$ cat config.mk
export PLATFORM = sky130hd
export DESIGN_NAME = fir_complex_decim
export DESIGN_NICKNAME = d
export VERILOG_FILES = /design/src/rtl/fir_complex_decim.sv
export SDC_FILE = /design/constraint.sdc
export NUM_CORES = 1
export LEC_CHECK = 0
export CAP_MARGIN = 20
export CORE_UTILIZATION = 24
export DETAILED_ROUTE_END_ITERATION = 8
export PLACE_DENSITY = 0.84
export SYNTH_ARGS = -nofsm -noshare
export SYNTH_HDL_FRONTEND = slang
export SYNTH_SLANG_ARGS = --single-unit
$ cat constraint.sdc
create_clock -name clock -period 1.9 [get_ports clock]
set_input_delay 0.285 -clock clock [delete_from_list [all_inputs] [get_ports clock]]
set_output_delay 0.285 -clock clock [all_outputs]
set_load 0.05 [all_outputs]
$ cat src/rtl/fir_complex_decim.sv
// -----------------------------------------------------------------------------
// fir_complex_decim
//   Complex-coefficient FIR filter with integer decimation for the FM receiver
//   channel stage. Paired I/Q samples are popped from two first-word-fall-through
//   input FIFOs. One filtered I/Q pair is pushed to two output FIFOs for every
//   DECIM accepted input pairs. The taps are evaluated one per clock in a single
//   shared complex multiply-accumulate.
//
//   Optional build macro: FIR_CMPLX_SAT_EN
//     undefined : accumulators are DATA_SIZE bits and wrap modulo 2^DATA_SIZE
//     defined   : accumulators are widened; each output channel is clamped to
//                 the signed DATA_SIZE range when written. An internal sticky
//                 flag (sat_sticky_q) records that a clamp occurred.
//
// Ports
//   clock            in   1          rising-edge clock
//   reset            in   1          asynchronous, active-low
//   xreal_in_empty   in   1          input I FIFO empty
//   xreal_in_rd_en   out  1          pop input I FIFO
//   xreal_in_dout    in   DATA_SIZE  input I head word
//   ximag_in_empty   in   1          input Q FIFO empty
//   ximag_in_rd_en   out  1          pop input Q FIFO
//   ximag_in_dout    in   DATA_SIZE  input Q head word
//   yreal_out_full   in   1          output I FIFO full
//   yreal_out_wr_en  out  1          push output I FIFO
//   yreal_out_din    out  DATA_SIZE  output I word
//   yimag_out_full   in   1          output Q FIFO full
//   yimag_out_wr_en  out  1          push output Q FIFO
//   yimag_out_din    out  DATA_SIZE  output Q word
// -----------------------------------------------------------------------------
module fir_complex_decim #(
    parameter int unsigned DATA_SIZE = 32,
    parameter int unsigned TAPS      = 20,
    parameter int unsigned DECIM     = 1,
    parameter int unsigned BITS      = 10,
    parameter logic [0:TAPS-1][DATA_SIZE-1:0] COEFFS_REAL = '0,
    parameter logic [0:TAPS-1][DATA_SIZE-1:0] COEFFS_IMAG = '0
) (
    input  logic                 clock,
    input  logic                 reset,
    input  logic                 xreal_in_empty,
    output logic                 xreal_in_rd_en,
    input  logic [DATA_SIZE-1:0] xreal_in_dout,
    input  logic                 ximag_in_empty,
    output logic                 ximag_in_rd_en,
    input  logic [DATA_SIZE-1:0] ximag_in_dout,
    input  logic                 yreal_out_full,
    output logic                 yreal_out_wr_en,
    output logic [DATA_SIZE-1:0] yreal_out_din,
    input  logic                 yimag_out_full,
    output logic                 yimag_out_wr_en,
    output logic [DATA_SIZE-1:0] yimag_out_din
);

    localparam int unsigned PROD_W = 2 * DATA_SIZE;
    localparam int unsigned SUM_W  = PROD_W + 1;
    localparam int unsigned DCNT_W = (TAPS > 1) ? $clog2(TAPS) : 1;
    localparam int unsigned PCNT_W = (DECIM > 1) ? $clog2(DECIM) : 1;
`ifdef FIR_CMPLX_SAT_EN
    localparam int unsigned ACC_W  = DATA_SIZE + $clog2(TAPS) + 1;
`else
    localparam int unsigned ACC_W  = DATA_SIZE;
`endif

    typedef enum logic [1:0] {
        S_LOAD,
        S_MAC,
        S_WRITE
    } state_t;

    state_t                    state_q, state_d;
    logic [PCNT_W-1:0]         pcnt_q, pcnt_d;
    logic [DCNT_W-1:0]         dcnt_q, dcnt_d;
    logic signed [ACC_W-1:0]   acc_r_q, acc_r_d;
    logic signed [ACC_W-1:0]   acc_i_q, acc_i_d;

    logic signed [DATA_SIZE-1:0] hist_r_q [TAPS];
    logic signed [DATA_SIZE-1:0] hist_i_q [TAPS];

    logic pop;
    logic push;

    // Current tap operands
    logic signed [DATA_SIZE-1:0] tap_xr, tap_xi, tap_hr, tap_hi;
    logic signed [PROD_W-1:0]    p_rr, p_ii, p_ri, p_ir;
    logic signed [SUM_W-1:0]     sum_r, sum_i;
    logic signed [DATA_SIZE-1:0] dq_r, dq_i;

    // Divide by 2^BITS rounding toward zero: negative values are biased by
    // 2^BITS-1 before the arithmetic shift so they do not round toward -inf.
    function automatic logic signed [DATA_SIZE-1:0] dq(input logic signed [SUM_W-1:0] p);
        logic signed [SUM_W-1:0] bias;
        logic signed [SUM_W-1:0] adj;
        bias = (SUM_W'(1) <<< BITS) - SUM_W'(1);
        adj  = p;
        if (p[SUM_W-1]) begin
            adj = p + bias;
        end
        return DATA_SIZE'(adj >>> BITS);
    endfunction

    assign tap_xr = hist_r_q[dcnt_q];
    assign tap_xi = hist_i_q[dcnt_q];
    assign tap_hr = COEFFS_REAL[dcnt_q];
    assign tap_hi = COEFFS_IMAG[dcnt_q];

    assign p_rr = PROD_W'(tap_xr) * PROD_W'(tap_hr);
    assign p_ii = PROD_W'(tap_xi) * PROD_W'(tap_hi);
    assign p_ri = PROD_W'(tap_xr) * PROD_W'(tap_hi);
    assign p_ir = PROD_W'(tap_xi) * PROD_W'(tap_hr);

    // One extra bit so the product sum/difference cannot overflow before scaling
    assign sum_r = SUM_W'(p_rr) - SUM_W'(p_ii);
    assign sum_i = SUM_W'(p_ri) + SUM_W'(p_ir);

    assign dq_r = dq(sum_r);
    assign dq_i = dq(sum_i);

    // Both FIFOs of a pair are always popped/pushed together; a lone ready side
    // is left untouched. The pop is also held off while reset is asserted.
    assign xreal_in_rd_en  = pop;
    assign ximag_in_rd_en  = pop;
    assign yreal_out_wr_en = push;
    assign yimag_out_wr_en = push;

    always_comb begin
        state_d = state_q;
        pcnt_d  = pcnt_q;
        dcnt_d  = dcnt_q;
        acc_r_d = acc_r_q;
        acc_i_d = acc_i_q;
        pop     = 1'b0;
        push    = 1'b0;
        case (state_q)
            S_LOAD: begin
                pop = reset && !xreal_in_empty && !ximag_in_empty;
                if (pop) begin
                    if (pcnt_q == PCNT_W'(DECIM - 1)) begin
                        pcnt_d  = '0;
                        dcnt_d  = '0;
                        state_d = S_MAC;
                    end else begin
                        pcnt_d = pcnt_q + 1'b1;
                    end
                end
            end
            S_MAC: begin
                acc_r_d = acc_r_q + ACC_W'(dq_r);
                acc_i_d = acc_i_q + ACC_W'(dq_i);
                if (dcnt_q == DCNT_W'(TAPS - 1)) begin
                    dcnt_d  = '0;
                    state_d = S_WRITE;
                end else begin
                    dcnt_d = dcnt_q + 1'b1;
                end
            end
            S_WRITE: begin
                push = !yreal_out_full && !yimag_out_full;
                if (push) begin
                    acc_r_d = '0;
                    acc_i_d = '0;
                    state_d = S_LOAD;
                end
            end
            default: begin
                state_d = S_LOAD;
            end
        endcase
    end

    always_ff @(posedge clock or negedge reset) begin
        if (!reset) begin
            state_q <= S_LOAD;
            pcnt_q  <= '0;
            dcnt_q  <= '0;
            acc_r_q <= '0;
            acc_i_q <= '0;
        end else begin
            state_q <= state_d;
            pcnt_q  <= pcnt_d;
            dcnt_q  <= dcnt_d;
            acc_r_q <= acc_r_d;
            acc_i_q <= acc_i_d;
        end
    end

    // Sample history: slot 0 is the newest pair
    always_ff @(posedge clock or negedge reset) begin
        if (!reset) begin
            for (int unsigned k = 0; k < TAPS; k++) begin
                hist_r_q[k] <= '0;
                hist_i_q[k] <= '0;
            end
        end else if (pop) begin
            hist_r_q[0] <= xreal_in_dout;
            hist_i_q[0] <= ximag_in_dout;
            for (int unsigned k = 1; k < TAPS; k++) begin
                hist_r_q[k] <= hist_r_q[k-1];
                hist_i_q[k] <= hist_i_q[k-1];
            end
        end
    end

`ifdef FIR_CMPLX_SAT_EN
    localparam logic signed [ACC_W-1:0] SAT_MAX = ACC_W'({1'b0, {(DATA_SIZE-1){1'b1}}});
    localparam logic signed [ACC_W-1:0] SAT_MIN = ~SAT_MAX;

    logic clip_r, clip_i;
    logic sat_sticky_q, sat_sticky_d;

    assign clip_r = (acc_r_q > SAT_MAX) || (acc_r_q < SAT_MIN);
    assign clip_i = (acc_i_q > SAT_MAX) || (acc_i_q < SAT_MIN);

    always_comb begin
        yreal_out_din = DATA_SIZE'(acc_r_q);
        yimag_out_din = DATA_SIZE'(acc_i_q);
        if (clip_r) begin
            yreal_out_din = acc_r_q[ACC_W-1] ? DATA_SIZE'(SAT_MIN) : DATA_SIZE'(SAT_MAX);
        end
        if (clip_i) begin
            yimag_out_din = acc_i_q[ACC_W-1] ? DATA_SIZE'(SAT_MIN) : DATA_SIZE'(SAT_MAX);
        end
    end

    assign sat_sticky_d = sat_sticky_q || (push && (clip_r || clip_i));

    always_ff @(posedge clock or negedge reset) begin
        if (!reset) begin
            sat_sticky_q <= 1'b0;
        end else begin
            sat_sticky_q <= sat_sticky_d;
        end
    end
`else
    assign yreal_out_din = acc_r_q;
    assign yimag_out_din = acc_i_q;
`endif

endmodule

# [Word-level counts from Yosys, hierarchy flattened]
# Memories as Yosys holds them, arrays and structs flattened.
# Index checks and enable logic that the tools add are counted.
# Widths: inputs -> output; s select.
[op_classes] n_addsub=8 multipliers=2 order_cmp=1 eq_ne=7 n_mux=25 n_bitwise=1 reduce_logical=14
[ops] op="$bmux 32 s5" n=2
[ops] op="$mux 32" n=7
[ops] op="$mul 32x32->64" n=2
[ops] op="$pmux 32 s2" n=2
[ops] op="$add 42x11->42 const B" n=2
[ops] op="$mux 42" n=2
[ops] op="$add 64x64->65" n=1
[ops] op="$sub 64x64->65" n=1
[ops] op="$add 32x32->32" n=2
[ops] op="$mux 5" n=3
[ops] op="$pmux 5 s2" n=1
[ops] op="$mux 2" n=4
[ops] op="$ne 2x2->1 const B" n=4
[ops] op="$ge 6x6->1 const B" n=1
[ops] op="$not 5->6" n=1
[ops] op="$pmux 2 s3" n=1
[ops] op="$add 5x1->5 const B" n=1
[ops] op="$eq 5x5->1 const B" n=1
[ops] op="$logic_not 1->1" n=4
[ops] op="$reduce_and 2->1" n=2
[ops] op="$reduce_and 4->1" n=1
[ops] op="$reduce_bool 2->1" n=2
[ops] op="$logic_and 1x1->1" n=3
[ops] op="$mux 1" n=3
[ops] op="5 further kinds" n=5
[totals] reg_bits=1352 romBits=1024 input_bits=70 output_inout_bits=68 wordCells=104 mem_count=1
[mem_list] name="(name not given)" depth=32 width=32 read_ports=1 rd_clocked_by_memory_dff=0 write_ports=0 line_no="105" rtl="assign tap_hi = COEFFS_IMAG[dcnt_q];"

# [Longest topological paths before layout]
[logic_depth] word_depth=10 mapped_depth=5 ltp_nobuf=5

# [Worst setup path after synthesis]
# Ideal clock, no wire load.
[synth_path] path_type="input to output" startpoint="input port xreal_in_empty" endpoint="output port xreal_in_rd_en" arrival_ps=2345 t_required_ps=1615 path_slack_ps=-730 stages=3 n_path_buf=1 path_cell_list="or3b_4 > nor3_1 > buf_4"
[synth_between] elab_chain_len=4
[synth_rtl] item="from (decl)" line_no="41" rtl="input logic xreal_in_empty,"
[synth_rtl] item="$logic_not 1->1" line_no="136" rtl="pop = reset && !xreal_in_empty && !ximag_in_empty;"
[synth_rtl] item="$logic_and 1x1->1 (2 in series)" line_no="136"
[synth_rtl] item="$mux 1" line_no="134" rtl="case (state_q)"
[synth_rtl] item="to (decl)" line_no="42" rtl="output logic xreal_in_rd_en,"
# Every way passes these cells.

# [Worst setup path after layout]
[layout_path] startpoint="input port xreal_in_empty" endpoint="output port ximag_in_rd_en"
[layout_between] elab_chain_len=4
[layout_rtl] item="$logic_not 1->1" line_no="136"
[layout_rtl] item="$logic_and 1x1->1 (2 in series)" line_no="136"
[layout_rtl] item="$mux 1" line_no="134"
[layout_rtl] item="to (decl)" line_no="45" rtl="output logic ximag_in_rd_en,"
# Every way passes these cells.

==> results.md <==
* Comb pwr share at 56.4%
* Vias post-DR at around 530
* Hpwl dp at 876 um
* Pins Over Slew Limit at 0
* Area Growth Syn to Fin at -0.725%
* Synth Area in Simple Gates at between 10% and 20%
* Setup CP Type: in2out
* Final worst-path cycle share at 94.7%
* Mux contribution to synthesized area at under 10%
* Sw Ratio at a little under three fifths
* Xor-xnor portion of the synthesized cell area at 2.03%
* Routed WL per cell at 6.21 um
* Final Util at 25.3%
* RR Startpoint: dcnt_q[0]$_DFFE_PN0P_
* Clock buffer depth at 2
* Die Span Y at 62.0 um
* Distinct cell type count after synthesis at 21
* Int Pwr at 0.411 mW
* Sequential share of the synthesized area at 20.3%
* N_diodes at 0
* Synth Area in Adders at 1.45%
* Outcome: finished clean
* Lkg Pwr at 0.462 nW
* DR WL met2 at 443 um
* Final Routed Wirelength at 1020 um
* Critical path startpoint category: input port
* ANT nets after route at 0
* Fin nets at 190
* Critical-path top delay cell: or3b_4
* Yosys warnings at 0
* CP peak stage delay at 0.41 ns
* Max Clock Freq at 0.556 GHz
* Post-route cell area at 857 um^2
* Critical path origin: xreal_in_empty
* Htree depth at 1
* Clock root buffer master: clkbuf_4
* Worst-path clk slew at about 0.050 ns
* Area after DPL at 825 um^2
* PortBufs at 9
* Final hold vios at 0
* Vias in the first global route at roughly 400
* Final setup skew at 0.00159 ns
* Crit. End Element: primary output
* Synth Cell Area at 863 um^2
* Met1 Wirelength at slightly below 400 um
* DIE WIDTH at 62.0 um
* DR pass1 iterations at 2
* Min cycle time layout at 1.80 ns
* Die area at 3840 um^2
* CTS tree: yes
* NetSw at 0.513 mW
* Largest family of logic cells by synthesized area: buffers and inverters
* Post-CTS Hold Fix Bufs at 0
* Max Fanout on Critical Path at 3
* Top routing layer in use: met4
* Initial antenna violation count at 0
* Req. time, crit path at roughly 1.6 ns
* Final-layout fill cell count at between 300 and 400
* Initial Util at about a quarter
* Synthesis-stage register bit count at 7
* Syn Area/Cell at 8.30 um^2
* Max-cap violations at 0
* WL met3 at approximately 170 um
* Final setup violation count at 0
* Peak VDD IR at approximately 0.00022 V
* RSZ-0062 raised after global routing: no
* Data arrival, critical path at ~1.5 ns
* CTS Buf Count at 3
* Num ports at around 140
* Post-Syn Instances at 104
* Core Footprint at ~3400 um^2
* Gr ovfl total at 0
* Post-route setup slack at 0.101 ns
* Worst-Skew Late Latency at around 0.25 ns
* Starting DRT DRC Count at 7
* First-pass GRT wire length at between 1500 and 2000 um
* Clock power frac at 14.8%
* Layout cells sized above 1 at 11.9%
* Sum of negative setup slack at 0 ns
* Hold Path Class: in2async
* Clock sink count at 7
* PwrDens at around 1100 nW/um^2
* Synth Area in Compound Gates at 5.07%
* # DRC at 0
* All-layer global routing usage at 6.36%
* Final GP Congestion at 0.782
* Worst slack, placed at -0.0192 ns
* Largest net degree at the start of global routing at 8
* Vias per cell at between 3 and 4
* Cell Chain, Critical Path: clkdlybuf4s50_1, or3b_4, nor3_2, buf_4, buf_12
* Sequential share of power at 28.8%
* FP Rows at 21
* Tot Pwr at 0.924 mW
cell families (layout without fill, tap and decap cells):
family | count (synthesis) | in the layout
other | 1 | 64
AOI/OAI and AO/OA | 7 | 7
buffers and inverters | 67 | 18
adders and majority gates | 1 | 1
muxes | 1 | 1
DFF | 7 | 7
and+or+nand+nor | 18 | 18
xor gates and xnor gates | 2 | 2
metal layers:
| layer | track usage, % | vias to the layer above |
|---|---|---|
| li1 | - | 232 |
| met1 | 6.87 | 231 |
| met2 | 9.57 | 61 |
| met3 | 3.31 | 2 |
| met4 | 4.44 | 0 |
| met5 | 0 | - |
layout by cell type (no fill, tap or decap), drive strengths merged, types with 2 or more instances in the layout:
cell,n
a211oi,2
buf,8
clkbuf,4
clkdlybuf4s50,4
conb,64
dfrtp,7
nand2,4
nand2b,2
nand3,2
nor2,2
nor3,4
o21ai,2
xnor2,2
repair_timing:
action                                 4_1_cts  5_1_grt
buffers inserted                             1        0
setup endpoints to repair                    2        0
endpoints found under the hold margin        0        0
gates resized for setup                      1        0
synthesized netlist by cell type:
| library cell | instances | area (um^2) |
|---|---|---|
| a211oi_1 | 2 | 15.0 |
| a21o_1 | 1 | 7.51 |
| a21oi_1 | 1 | 5.00 |
| buf_4 | 66 | 495 |
| conb_1 | 1 | 3.75 |
| dfrtp_1 | 7 | 175 |
| ha_1 | 1 | 12.5 |
| inv_1 | 1 | 3.75 |
| mux2i_1 | 1 | 10.0 |
| nand2_1 | 4 | 15.0 |
| nand2b_1 | 2 | 12.5 |
| nand3_1 | 2 | 10.0 |
| nand4bb_1 | 1 | 11.3 |
| nor2_1 | 2 | 7.51 |
| nor2b_1 | 1 | 6.26 |
| nor3_1 | 4 | 20.0 |
| nor3b_1 | 1 | 7.51 |
| o21ai_0 | 2 | 10.0 |
| o22ai_1 | 1 | 6.26 |
| or3b_4 | 1 | 11.3 |
| xnor2_1 | 2 | 17.5 |
sequential cells by signal (all words and copies together) (netlist names):
register	count
dcnt_q	5
state_q	2
worst paths after layout:
kind,end,slack [ns],depth (start not counted)
worst max-delay path,ximag_in_rd_en,0.10,5
worst min-delay path,dcnt_q[3]$_DFFE_PN0P_,0.10,2
worst max register to register,dcnt_q[2]$_DFFE_PN0P_,0.58,5
worst min register to register,dcnt_q[0]$_DFFE_PN0P_,0.51,1
max in group asynchronous,dcnt_q[2]$_DFFE_PN0P_,1.68,2
min in group clock,dcnt_q[0]$_DFFE_PN0P_,0.51,1
power groups by stage:
| stage | clock network [mW] | registers, mW | logic (mW) |
|---|---|---|---|
| finish | 0.137 | 0.266 | 0.521 |
| global route | 0.151 | 0.277 | 0.570 |
| CTS | 0.143 | 0.267 | 0.523 |
| detailed placement | 0 | 0.269 | 0.520 |
| global placement | 0 | 0.263 | 0.510 |
| floorplan | 0 | 0.255 | 0.555 |
critical path: cells and delay by family:
kind                   cells  cell delay [ns]
buffers and inverters      3             0.71
and+or+nand+nor            2             0.53
through the flow:
step | std cells | hold WS [ns]
after global placement | 159 | 0.499
final | 164 | 0.104
after detailed placement | 159 | 0.516
after CTS | 164 | 0.0936
after floorplan | 167 | -0.0106
after global routing | 164 | 0.117
area by class of cell:
class	count	area, um^2	share of cell area, %
tap	46	57.6	6.72
inverter	1	3.75	0.438
timing repair buffer	13	159	18.5
sequential	7	175	20.4
multi-input combinational	93	435	50.8
clock buffer	4	26.3	3.07
Note: power is estimated with default switching activity, not from simulation.
